### src/rtl/detect_event_logger.sv
// ---------------------------------------------------------------------------
// detect_event_logger
//
// Timestamps each detection pulse from an upstream sequence detector and
// queues the timestamp in a small FIFO for a downstream consumer. Detections
// that arrive while the FIFO is full are counted as drops and latch a sticky
// overflow flag.
//
// Ports
//   clk       in   single clock, rising edge
//   rst       in   asynchronous reset, active-low
//   det       in   detection flag; every high cycle is one event
//   clr       in   synchronous clear of counters, flag, FIFO and timestamp
//   ev_ts     out  timestamp of the FIFO head entry (0 when empty)
//   ev_valid  out  FIFO non-empty
//   ev_ready  in   consumer accepts head entry when ev_valid is high
//   det_cnt   out  saturating count of detections
//   drop_cnt  out  saturating count of detections lost to a full FIFO
//   ovf       out  sticky flag, set on the first drop
// ---------------------------------------------------------------------------
module detect_event_logger #(
    parameter int TS_W  = 16,
    parameter int DEPTH = 4,
    parameter int CNT_W = 8
) (
    input  logic             clk,
    input  logic             rst,
    input  logic             det,
    input  logic             clr,
    output logic [TS_W-1:0]  ev_ts,
    output logic             ev_valid,
    input  logic             ev_ready,
    output logic [CNT_W-1:0] det_cnt,
    output logic [CNT_W-1:0] drop_cnt,
    output logic             ovf
);

    localparam int             PTR_W    = (DEPTH > 1) ? $clog2(DEPTH) : 1;
    localparam logic [PTR_W:0] FULL_CNT = (PTR_W + 1)'(DEPTH);

    function automatic logic [CNT_W-1:0] sat_inc(input logic [CNT_W-1:0] v);
        return (&v) ? v : v + 1'b1;
    endfunction

    logic [TS_W-1:0]  ts_q,       ts_d;
    logic [PTR_W-1:0] wr_ptr_q,   wr_ptr_d;
    logic [PTR_W-1:0] rd_ptr_q,   rd_ptr_d;
    logic [PTR_W:0]   count_q,    count_d;
    logic [CNT_W-1:0] det_cnt_q,  det_cnt_d;
    logic [CNT_W-1:0] drop_cnt_q, drop_cnt_d;
    logic             ovf_q,      ovf_d;
    logic [TS_W-1:0]  mem_q [DEPTH];

    logic empty, full, pop, push, drop;

    assign empty = (count_q == '0);
    assign full  = (count_q == FULL_CNT);
    assign pop   = !empty && ev_ready;
    // A full FIFO can still accept a detection when the head leaves in the
    // same cycle; only a full FIFO with no pop loses the event.
    assign push  = det && (!full || pop);
    assign drop  = det && full && !pop;

    always_comb begin
        ts_d       = ts_q;
        wr_ptr_d   = wr_ptr_q;
        rd_ptr_d   = rd_ptr_q;
        count_d    = count_q;
        det_cnt_d  = det_cnt_q;
        drop_cnt_d = drop_cnt_q;
        ovf_d      = ovf_q;

        if (clr) begin
            ts_d       = '0;
            wr_ptr_d   = '0;
            rd_ptr_d   = '0;
            count_d    = '0;
            det_cnt_d  = '0;
            drop_cnt_d = '0;
            ovf_d      = 1'b0;
        end else begin
            ts_d = ts_q + 1'b1;
            // Pointers are exactly log2(DEPTH) bits, so they wrap naturally.
            if (push) wr_ptr_d = wr_ptr_q + 1'b1;
            if (pop)  rd_ptr_d = rd_ptr_q + 1'b1;
            case ({push, pop})
                2'b10:   count_d = count_q + 1'b1;
                2'b01:   count_d = count_q - 1'b1;
                default: count_d = count_q;
            endcase
            if (det) det_cnt_d = sat_inc(det_cnt_q);
            if (drop) begin
                drop_cnt_d = sat_inc(drop_cnt_q);
                ovf_d      = 1'b1;
            end
        end
    end

    always_ff @(posedge clk or negedge rst) begin
        if (!rst) begin
            ts_q       <= '0;
            wr_ptr_q   <= '0;
            rd_ptr_q   <= '0;
            count_q    <= '0;
            det_cnt_q  <= '0;
            drop_cnt_q <= '0;
            ovf_q      <= 1'b0;
        end else begin
            ts_q       <= ts_d;
            wr_ptr_q   <= wr_ptr_d;
            rd_ptr_q   <= rd_ptr_d;
            count_q    <= count_d;
            det_cnt_q  <= det_cnt_d;
            drop_cnt_q <= drop_cnt_d;
            ovf_q      <= ovf_d;
        end
    end

    // Storage is not reset; the occupancy count decides what is meaningful.
    always_ff @(posedge clk) begin
        if (push && !clr) mem_q[wr_ptr_q] <= ts_q;
    end

    // Head is read from registered storage and pointer only. Masking with
    // ev_valid keeps ev_ts at zero while empty, including during reset.
    assign ev_valid = !empty;
    assign ev_ts    = ev_valid ? mem_q[rd_ptr_q] : '0;
    assign det_cnt  = det_cnt_q;
    assign drop_cnt = drop_cnt_q;
    assign ovf      = ovf_q;

endmodule

### config.mk
export PLATFORM = sky130hd
export DESIGN_NAME = detect_event_logger
export DESIGN_NICKNAME = d
export VERILOG_FILES = /design/src/rtl/detect_event_logger.sv
export SDC_FILE = /design/constraint.sdc
export NUM_CORES = 1
export LEC_CHECK = 0
export BUFFER_PORTS_ARGS = -buffer_cell sky130_fd_sc_hd__clkbuf_2
export CAP_MARGIN = 20
export CORE_ASPECT_RATIO = 1.2
export CORE_MARGIN = 2
export CORE_UTILIZATION = 64
export CTS_CLUSTER_DIAMETER = 150
export DETAILED_ROUTE_END_ITERATION = 10
export PLACE_DENSITY = 0.85
export SYNTH_ARGS = -nofsm -noshare
export SYNTH_HDL_FRONTEND = slang
export SYNTH_SLANG_ARGS = --single-unit
### constraint.sdc
create_clock -name clk -period 5.9 [get_ports clk]
set_input_delay 0.295 -clock clk [delete_from_list [all_inputs] [get_ports clk]]
set_output_delay 0.295 -clock clk [all_outputs]
set_load 0.005 [all_outputs]
Yosys cells after proc, flatten, opt, wreduce, memory -nomap -nowiden
Memories as Yosys holds them, arrays and structs flattened.
Cells that the tools add are included.
{"block": "totals", "reg_bits": 40, "latch_bits": 0, "ramBits": 64, "romBits": 0, "in_bits": 5, "elab_cells": 58, "memories": 1}
{"block": "op_classes", "addsub": 7, "multipliers": 0, "div": 0, "order_cmp": 0, "n_eq_ne": 5, "shifts": 0, "mux": 18, "n_bitwise": 0, "reduce_logical": 20}
{"memory": "mem_q", "depth": 4, "width": 16, "rd": 1, "rd_clocked_by_memory_dff": 0, "wr": 1, "line": "52", "source": "logic [TS_W-1:0] mem_q [DEPTH];"}
{"op": "2-to-1 mux 8 bit", "n": 6}
{"op": "2-to-1 mux 16 bit", "n": 2}
{"op": "adder 16 x 1 -> 16 bit, second input constant", "n": 1}
{"op": "adder 8 x 1 -> 8 bit, second input constant", "n": 2}
{"op": "AND reduction 8 bit", "n": 2}
{"op": "2-to-1 mux 2 bit", "n": 4}
{"op": "nonzero test 2 bit", "n": 4}
{"op": "one-hot mux 3 bit (2 select lines)", "n": 1}
{"op": "logical AND 1 bit", "n": 5}
{"op": "adder 2 x 1 -> 2 bit, second input constant", "n": 2}
{"op": "logical NOT 1 bit", "n": 4}
{"op": "2-to-1 mux 1 bit", "n": 4}
{"op": "inequality test 2 bit, second input constant", "n": 2}
{"op": "AND reduction 2 bit", "n": 2}
{"op": "adder 3 x 1 -> 3 bit, second input constant", "n": 1}
{"op": "== test 3 bit, second input constant", "n": 1}
{"op": "logical NOT 3 bit", "n": 1}
{"op": "2-to-1 mux 3 bit", "n": 1}
{"op": "nonzero test 3 bit", "n": 1}
{"op": "subtractor 3 x 1 -> 3 bit, second input constant", "n": 1}
{"op": "== test 2 x 1 -> 1 bit, second input constant", "n": 1}
{"op": "== test 2 bit, second input constant", "n": 1}
{"op": "logical OR 1 bit", "n": 1}

Logic depth before layout (Yosys ltp)
Gate-level depths: netlist of the first run.
{"block": "depth", "depth_word": 8, "ltp_mapped": 7, "ltp_nobuf": 6}

Worst setup path before layout of the first run
Ideal clock, no wire load.
{"block": "synth_path", "path_type": "register -> register", "startpoint": "register count_q[0]", "endpoint": "register count_q[2]", "setup_ns": 0.082, "t_arrival_ns": 1.806, "required_time_ns": 5.818, "slack_ns": 4.012, "path_stages_with_launch": 7, "n_path_buf": 0, "period_less_slack_ns": 1.888, "cell_sequence": "dfrtp_1 > nor2_1 > a21oi_1 > fa_1 > or3_1 > a21o_1 > a31oi_1"}
{"block": "synth_via", "elab_chain_len": 8, "elab_cells_between_ends": 14, "classes_between": "2 x add/sub; 3 x eq/ne; 2 x mux; 7 x reduce/logical"}
{"item": "start: declaration", "line": "48", "source": "logic [PTR_W:0] count_q, count_d;"}
{"item": "start signal: assignment", "line": "112", "source": "count_q <= count_d;"}
{"item": "logical NOT 3 bit", "line": "56", "source": "assign empty = (count_q == '0);"}
{"item": "logical NOT 1 bit", "line": "58", "source": "assign pop = !empty && ev_ready;"}
{"item": "logical AND 1 bit", "line": "58"}
{"item": "logical OR 1 bit", "line": "61", "source": "assign push = det && (!full || pop);"}
{"item": "logical AND 1 bit", "line": "61"}
{"item": "== test 2 x 1 -> 1 bit / == test 2 bit (equally long branches)", "line": "86", "source": "case ({push, pop})"}
{"item": "one-hot mux 3 bit (2 select lines)", "line": "86"}
{"item": "2-to-1 mux 3 bit", "line": "73", "source": "if (clr) begin"}
Several ways; a longest one is shown, not always the timed one.
A chain may end at the register's enable or synchronous reset.

Final worst setup path of the first run
{"block": "layout_path", "startpoint": "register rd_ptr_q[0]", "endpoint": "output port ev_ts[0]"}
{"block": "layout_via", "elab_chain_len": 2}
{"item": "start: declaration", "line": "47", "source": "logic [PTR_W-1:0] rd_ptr_q, rd_ptr_d;"}
{"item": "start signal: assignment", "line": "111", "source": "rd_ptr_q <= rd_ptr_d;"}
{"item": "memory (4 x 16 bit)"}
{"item": "2-to-1 mux 16 bit", "line": "127", "source": "assign ev_ts = ev_valid ? mem_q[rd_ptr_q] : '0;"}
{"item": "end: declaration", "line": "30", "source": "output logic [TS_W-1:0] ev_ts,"}
No other way between the ends.

==> results of run 1 <==
[power groups by stage]
| stage | Combinational (µW) | Clock [µW] | Sequential, µW |
|---|---|---|---|
| final | 206 | 412 | 828 |
| after detailed placement | 188 | 0 | 855 |
| after global placement | 181 | 0 | 851 |
| after floorplan | 149 | 0 | 825 |
| after CTS | 189 | 421 | 839 |
| after global routing | 233 | 444 | 833 |
[per-layer routing]
| metal | track usage, % | share of wire [%] | vias to the layer above |
|---|---|---|---|
| li1 | - | - | 1288 |
| met2 | 39.3 | 54 | 62 |
| met1 | 28.0 | 41 | 1350 |
| met4 | 7.91 | 1.4 | 0 |
| met3 | 4.83 | 3.6 | 11 |
| met5 | 0 | 0 | - |
[sequential cells by signal, summed over array words and instances, names as in the netlist]
name and count:
mem_q 64, det_cnt 8, count_q 3, drop_cnt 8
rd_ptr_q 2, ovf 1, ts_q 16, wr_ptr_q 2
[per-stage QoR]
stage          power, µW  util (%)  hold WS (ps)
2_1_floorplan        973         -        -0.591
3_3_place_gp        1030      69.8           495
3_5_place_dp        1040      69.8           487
4_1_cts             1450      72.5           100
5_1_grt             1510      73.4           356
6_report            1450      73.4           338
[placed cells by master, fill, tap and decap left out, types with 2 or more instances in the layout]
| cell | instances |
|---|---|
| o21ai_0 | 8 |
| nand3_1 | 13 |
| clkbuf_2 | 38 |
| ha_1 | 7 |
| and3_1 | 2 |
| nand2_1 | 10 |
| inv_8 | 2 |
| clkbuf_8 | 9 |
| clkinvlp_4 | 2 |
| or4_1 | 6 |
| nor2b_1 | 3 |
| or3_1 | 8 |
| a21oi_1 | 15 |
| o211ai_1 | 4 |
| and4_1 | 2 |
| dfrtp_1 | 40 |
| nand4_1 | 8 |
| mux2i_1 | 4 |
| and2_1 | 21 |
| nor4_1 | 2 |
| nor2_1 | 28 |
| edfxtp_1 | 64 |
| xnor2_1 | 7 |
| mux4_2 | 16 |
| o31ai_1 | 6 |
| inv_1 | 6 |
| clkinv_4 | 3 |
| xor2_1 | 14 |
[final cells by class]
type,count,area [µm²]
timing repair buffer,41,248
clock inverter,7,63.8
tap,87,109
sequential,104,2920
multi-input combinational,198,1540
clock buffer,9,124
inverter,6,22.5
fill,457,1820
[critical path, cell delays in order, from the launching register on]
cell      delay (ps)
dfrtp_1          680
buf_16           220
mux4_2           500
and2_1           180
clkbuf_2         110
[worst paths after layout]
check	endpoint	depth (start not counted)
min in group clk	rd_ptr_q[1]$_DFFE_PN0P_	4
min	ts_q[13]$_DFF_PN0_	2
max in group asynchronous	ts_q[15]$_DFF_PN0_	3
min reg2reg	ovf$_DFFE_PN0P_	2
max	ev_ts[0]	4
max reg2reg	mem_q[3][12]$_DFFE_PP_	4
[kinds of logic after synthesis]
family	Yosys count	share of synthesized area (%)
AOI/OAI and AO/OA	39	5.30
xor gates and xnor gates	21	4.04
adders and majority gates	8	2.36
buffers and inverters	22	2.06
DFF	104	64.1
muxes	20	8.79
and+or+nand+nor	110	13.3
==> out/results.ini, run 1 <==
[worst_hold_path]
hold_path.class=in2async

[power_and_ir_drop]
ir_worst_vdd_mv=0.189
intPower_uw=1070
leakage_uw=0.00190
seqPwrFrac_pct=57.3
p_sw_uw=380
p_clk_share_pct=28.5
power_density_mw_per_mm2=287
swShare_pct=26.3
combPwrFrac_pct=14.3

[sta]
fin_crit_ps=2340
worstMarginPinSlew_ps=934
setup_slack_ps=3560
maxSlewHeadroom_pct=37.5
hold_viol_final=0
setup_tns_ps=0
fmax_mhz=428
period_share_pct=39.6
finClkSkew_ps=9.85
finalMaxSlewViolations=0
setup_viol=0
rsz0062_at_grt=false

[synth]
yosys.area.top_type_share_pct=42.2
synth.cell_area_mm2=0.00456
synthFlopType=edfxtp_1
synthTopCellsByArea=edfxtp_1 (42%), dfrtp_1 (22%), mux4_2 (7.9%), and2_1 (2.9%), xor2_1 (2.7%)
synth_top_cell_by_area=edfxtp_1
yosysMostFrequentCell=edfxtp_1
syn_nets=337
ys_seq_elements=104
synthArstFlopShare_pct=38.5
ys_warn_count=0
syn_area_per_cell_um2=14.1
synthTopCellsByCount=edfxtp_1 (64), dfrtp_1 (40), nor2_1 (28)
ys_seq_area_share_pct=64.1
synth_edf_count=64
synth.distinct_cells=41
synthCells=324

[setup_path]
critical_path_required_ps=5610
worst_setup_path_end_kind=primary output
start_kind=flip-flop
crit_type=reg2out
arrival_ps=2040
crit_path_start=rd_ptr_q[0]$_DFFE_PN0P_
worst-path-max-fanout=12
rrSetupSlack_ps=3760
rr_startpoint=count_q[2]$_DFFE_PN0P_

[cts]
numCtsBuffers=9
cts_tree=done
postCtsSetupBuffers=0
cts_buffer_depth=2
postCtsResizedCells=0
insertion_delay_ps=360
holdBufCountCts=0
clock_sinks=104
root_buffer=clkbuf_8
cts.clk_slew.worst_paths_ps=110
htreeDepth=3

[grt]
grt_util_all_layers_pct=22.5
grt_pass1_wl_um=12900
first_global_vias=2743
grt_overflow=0
grt_antenna_before_repair=0
grt_max_degree=42

[floorplanning]
io_pins=39
rows=33
core-area_mm2=0.00685
fp.dieW_um=81.0
die_area_mm2=0.00781
die_h_um=96.4
start_util_pct=66.5

[placed_design]
place_ws_ps=3580
dpl-instance-area_mm2=0.00478
portBuffers=38
placedCellCount=433
gp_congestion=0.844
dp.final_hpwl_um=5100

[cells_and_area]
syn2layout_area_growth_pct=10.4
final_cells=452
diodes=0
drive_gt1_share_pct=21.4
nets=373
fin_area_mm2=0.00503

[drt]
drt-wirelength-per-cell_um=17.7
num_vias=2711
drt-pass1-iter-count=4
via_per_inst=6.00
drt-total-wl_um=8010
drt_iter0_markers=151
drc_errors=0
final_antenna_net_count=0

[flow_run]
cap_violations=0

[outcome]
status=completed

No activity file was read; power rests on OpenSTA's default activity.
==> run 2: changes to the inputs <==
- ABC_AREA: default -> 1
- CORE_UTILIZATION: 64 -> 54
- PLACE_DENSITY: 0.85 -> 0.76
- clock period: 5.9 -> 2 ns (I/O delays scaled with it)
==> out/results.ini, run 2 <==
[outcome]
status=completed

[setup_path]
arrival_ps=1770
rr_startpoint=count_q[0]$_DFFE_PN0P_
crit_family=buffers and inverters
worst-path-max-fanout=14
crit_type=reg2out
start_kind=flip-flop
path_cells=clkinv_1, buf_4, nor2_1, o21ai_0, a21oi_1, clkbuf_2
worst_setup_path_end_kind=primary output
cpPeakStageDelay_ps=370
crit_path_start=rd_ptr_q[1]$_DFFE_PN0P_
critical_path_required_ps=1900
cpMaxStageDelayCell=dfrtp_1
path_buf_inv=3

[placed_design]
gp_congestion=0.896
dp.final_hpwl_um=6290
placedCellCount=643
portBuffers=38

[floorplanning]
die_h_um=106
rows=37
io_pins=39
die_area_mm2=0.00951
core-area_mm2=0.00852
start_util_pct=55.4
fp.dieW_um=89.4

[cells_and_area]
final_cell_mix=nor2_1 (108), nand2_1 (82), edfxtp_1 (64)
nets=551
largest-register=mem_q
fin_util_pct=62.2
diodes=0
largest_reg_flops=64
drive_gt1_share_pct=14.0
final_common_cell=nor2_1
syn2layout_area_growth_pct=12.2
final_cells=660
top_regs=mem_q: 64 flops, ts_q: 16 flops

[grt]
grt_util_all_layers_pct=21.1
grt_overflow=0
grt_pass1_wl_um=15400
grt_max_degree=41
first_global_vias=3381
grt_antenna_before_repair=0

[flow_run]
cap_violations=0

[sta]
period_share_pct=93.6
setup_tns_ps=0
maxSlewHeadroom_pct=65.4
setup_viol=0
rsz0062_at_grt=false
worstMarginPinSlew_ps=520
finalMaxSlewViolations=0
fin_crit_ps=1870
finClkSkew_ps=19.4
hold_viol_final=0
fmax_mhz=534

[cts]
htreeDepth=3
cts.clk_slew.worst_paths_ps=100
numCtsBuffers=9
insertion_delay_ps=360
clock_sinks=104
root_buffer=clkbuf_8
cts_tree=done
cts_buffer_depth=2

[synth]
ys_warn_count=0
synthCells=492
syn_nets=505
synth.distinct_cells=30
synth_top_cell_by_area=edfxtp_1
synthTopCellsByArea=edfxtp_1 (41%), dfrtp_1 (21%), nor2_1 (8.6%), nand2_1 (6.5%), o21ai_0 (5.2%)
synthArstFlopShare_pct=38.5
syn_area_per_cell_um2=9.60
yosysMostFrequentCell=nor2_1
ys_seq_elements=104
synth.cell_area_mm2=0.00472
synthTopCellsByCount=nor2_1 (108), nand2_1 (82), edfxtp_1 (64)
ys_seq_area_share_pct=61.9
yosys.area.top_type_share_pct=40.7
synth_edf_count=64
synthFlopType=edfxtp_1

[power_and_ir_drop]
power_density_mw_per_mm2=936
ir_worst_vdd_mv=0.571
leakage_uw=0.00222

[drt]
drt-total-wl_um=9450
wl_met3_um=541
drt-wirelength-per-cell_um=14.3
drt_iter0_markers=298
route.top_layer_used=met4
drt-pass1-iter-count=7
dr_wl_met2_um=4800
via_per_inst=5.37
final_antenna_net_count=0
met1_length_um=4010
drc_errors=0
num_vias=3541

[worst_hold_path]
hold_path.class=in2reg
hold_start=ev_ready

[run 2: changes by cell type after synthesis, moves of 8 or more]
| cell | previous run | this run |
|---|---|---|
| o21ai_0 | 8 | 49 |
| nand2_1 | 10 | 82 |
| and2_1 | 21 | 0 |
| mux4_2 | 16 | 0 |
| nand3_1 | 13 | 27 |
| xor2_1 | 14 | 2 |
| a21oi_1 | 15 | 27 |
| inv_1 | 6 | 36 |
| nor2_1 | 28 | 108 |
| or3_1 | 8 | 0 |
[run 2: final timing paths]
| path | end | slack, ps | cells after the start |
|---|---|---|---|
| max | ev_ts[8] | 130 | 6 |
| min | rd_ptr_q[0]$_DFFE_PN0P_ | 100 | 3 |
| max reg2reg | count_q[2]$_DFFE_PN0P_ | 210 | 11 |
| min reg2reg | ovf$_DFFE_PN0P_ | 530 | 2 |
| max in group asynchronous | ts_q[0]$_DFF_PN0_ | 1300 | 3 |
| min in group asynchronous | ts_q[7]$_DFF_PN0_ | 330 | 3 |
[run 2: cell families (layout without fill, tap and decap cells)]
| family | count (synthesis) | after routing | share of synthesized area (%) |
|---|---|---|---|
| buffers and inverters | 54 | 105 | 4.77 |
| AND/OR/NAND/NOR | 237 | 237 | 21.0 |
| XOR/XNOR | 3 | 3 | 0.557 |
| AO/OA/AOI/OAI | 86 | 86 | 9.46 |
| flip-flops | 104 | 104 | 61.9 |
| adder cells (fa/ha/maj) | 8 | 8 | 2.28 |
[run 2: area by class of cell]
type	instances	area (µm²)
Clock buffer	9	124
Clock inverter	7	95.1
Fill cell	724	3220
Inverter	38	143
Multi-Input combinational cell	334	1580
Sequential cell	104	2920
Tap cell	117	146
Timing Repair Buffer	51	290
[run 2: metal layers]
layer / up-vias / global-route usage (%)
met3: 10 / 4.19
met4: 0 / 6.08
met5: - / 0
met1: 1706 / 27.3
met2: 85 / 35.6
li1: 1740 / -
[run 2: timing repair]
| action | CTS | global route |
|---|---|---|
| hold endpoints to repair | 40 | 0 |
| hold buffers | 1 | 0 |
| setup buffers | 0 | 0 |
| endpoints found under the setup margin | 0 | 1 |
| resized for setup | 0 | 1 |
[run 2: per-stage QoR]
stage               setup WS [ps]  hold WS [ps]  area (µm²)  power [µW]
finish                        128           103        5300        4960
global route                 11.5           102        5300        5270
CTS                           138          72.7        5290        5010
detailed placement            176           200        5060        3640
global placement              270           192        5060        3590
floorplan                     185          -196        4720        3180
[run 2: worst register-to-register path, stage by stage, from the launching register on]
cell and delay, ps:
dfrtp_1 440, nor2_1 200, nand2_1 150, nand3_2 140, inv_1 60, fa_1 380, inv_1 60, nand3_1 70
nand2_1 70, inv_1 40, nand2_1 40, nand2_1 40
[run 2: power by group]
part / internal, µW / switching, µW
Sequential: 2370 / 72.6
Combinational: 404 / 732
Clock: 618 / 764
Total: 3390 / 1570
==> run 3: changes to the inputs <==
- clock period: 2 -> 1.6 ns (I/O delays scaled with it)
==> out/results.ini, run 3 (synthesis results as in run 2) <==
[cells_and_area]
final_cell_mix=nor2_1 (98), nand2_1 (79), edfxtp_1 (64)
largest_reg_flops=64
regArea_mm2=0.00292
syn2layout_area_growth_pct=19.3
largest-register=mem_q
nets=566
multi_input_area_mm2=0.00168
diodes=0
drive_gt1_share_pct=21.3
fill_cells=681
final_common_cell=nor2_1
top_regs=mem_q: 64 flops, ts_q: 16 flops
fin_area_mm2=0.00563

[grt]
grt_overflow=0
first_global_vias=3635
grt_antenna_before_repair=0
grt_util_all_layers_pct=22.7
grt_pass1_wl_um=16600
grt_max_degree=34

[setup_path]
crit_type=reg2out
start_kind=flip-flop
reg2reg_depth=11
rr_startpoint=count_q[0]$_DFFE_PN0P_
arrival_ps=1580
worst-path-max-fanout=17
r2r-end=count_q[2]$_DFFE_PN0P_
worst_setup_path_end_kind=primary output
critical_path_required_ps=1520
rrSetupSlack_ps=0

[placed_design]
portBuffers=38
dp.final_hpwl_um=6470
dpl-instance-area_mm2=0.00523
gp_congestion=0.883
place_ws_ps=-35.6

[sta]
period_share_pct=104
setup_slack_ps=-61.3
setup_viol=13
timing.hold.ws_ps=106
fmax_mhz=602
hold_viol_final=0
maxSlewHeadroom_pct=62.2
fin_crit_ps=1660
finalMaxSlewViolations=0
finClkSkew_ps=13.8
rsz0062_at_grt=true
worstMarginPinSlew_ps=566

[worst_hold_path]
hold_path_end=rd_ptr_q[0]$_DFFE_PN0P_
hold_path.class=in2reg
hold_start=ev_ready
whs_path_depth=3

[power_and_ir_drop]
intPower_uw=4440
combPwrFrac_pct=30.0
p_sw_uw=2210
seqPwrFrac_pct=46.0
power_density_mw_per_mm2=1180
swShare_pct=33.2
p_clk_share_pct=24.1
leakage_uw=0.00234
ir_worst_vdd_mv=0.945

[cts]
clock_sinks=104
insertion_delay_ps=370
cts.clk_slew.worst_paths_ps=110
htreeDepth=3
numCtsBuffers=9
cts_buffer_depth=2
cts_tree=done
root_buffer=clkbuf_8

[floorplanning]
fp.dieW_um=89.4
core-area_mm2=0.00852
die_area_mm2=0.00951
rows=37
start_util_pct=55.4
io_pins=39
die_h_um=106

[drt]
drt-wirelength-per-cell_um=15.5
final_antenna_net_count=0
drt-total-wl_um=10500
drt-pass1-iter-count=6
via_per_inst=5.46
num_vias=3687
drt_iter0_markers=346
drc_errors=0

[outcome]
failed_checks=setup timing
status=complete, but fails checks

[flow_run]
cap_violations=0

[run 3: cell types whose count changed in the layout (fill, tap and decap cells not counted), sizes merged]
cell      before  now
buf           12   30
bufinv         1    0
clkbuf        47   44
clkinv         3    4
clkinvlp       0    1
inv           41   40
[run 3: layer usage]
metal,global-route usage [%],vias to the layer above,part of all wire [%]
met2,40.3,127,52
met4,8.64,0,1.7
met3,4.19,13,5.1
li1,-,1764,-
met1,26.6,1783,41
met5,0,-,0
[run 3: critical path, cell delays in order (launching register included)]
cell and delay, ps:
dfrtp_2 480, inv_2 140, buf_12 160, o21ai_0 90, a21oi_1 200, buf_2 150
[run 3: metrics by stage]
step                util (%)  TNS, ps  cells  power, µW
CTS                     64.5     -124    671       6470
finish                  66.1     -285    675       6640
global placement        61.3        0    650       4710
floorplan                  -   -13300    492       3990
global route            66.1    -2660    675       6980
detailed placement      61.3    -53.5    650       4790
[run 3: worst max-delay path by stage]
stage,from,end,slack (ps),depth (start not counted)
4_1_cts,rd_ptr_q[0]$_DFFE_PN0P_,ev_ts[14],-50,6
3_5_place_dp,ts_q[1]$_DFF_PN0_,ts_q[10]$_DFF_PN0_,-40,7
2_1_floorplan,count_q[0]$_DFFE_PN0P_,mem_q[0][0]$_DFFE_PP_,-210,4
5_1_grt,rd_ptr_q[0]$_DFFE_PN0P_,ev_ts[9],-160,5
6_report,rd_ptr_q[0]$_DFFE_PN0P_,ev_ts[14],-60,5
3_3_place_gp,count_q[0]$_DFFE_PN0P_,count_q[2]$_DFFE_PN0P_,90,11
[run 3: power by group through the flow]
stage / clock network, µW / logic, µW / registers (µW)
3_3_place_gp: 0 / 1620 / 3100
5_1_grt: 1700 / 2210 / 3070
6_report: 1600 / 1990 / 3050
3_5_place_dp: 0 / 1680 / 3100
2_1_floorplan: 0 / 887 / 3100
4_1_cts: 1620 / 1810 / 3040
[run 3: cell type report]
class,instances,share of cell area (%)
multi-input cells,334,29.8
inverters,38,2.55
well taps,117,2.60
clock buffers,9,2.20
flip-flops and latches,104,51.9
repair buffers,66,9.68
clock inverters,7,1.29
[run 3: repair_timing]
| item | in CTS | in global routing |
|---|---|---|
| gates cloned | 0 | 2 |
| pin swaps | 4 | 5 |
| setup buffers | 4 | 2 |
| endpoints found under the setup margin | 18 | 72 |
| resized for setup | 14 | 34 |
| endpoints found under the hold margin | 18 | 0 |
| hold buffers | 1 | 0 |
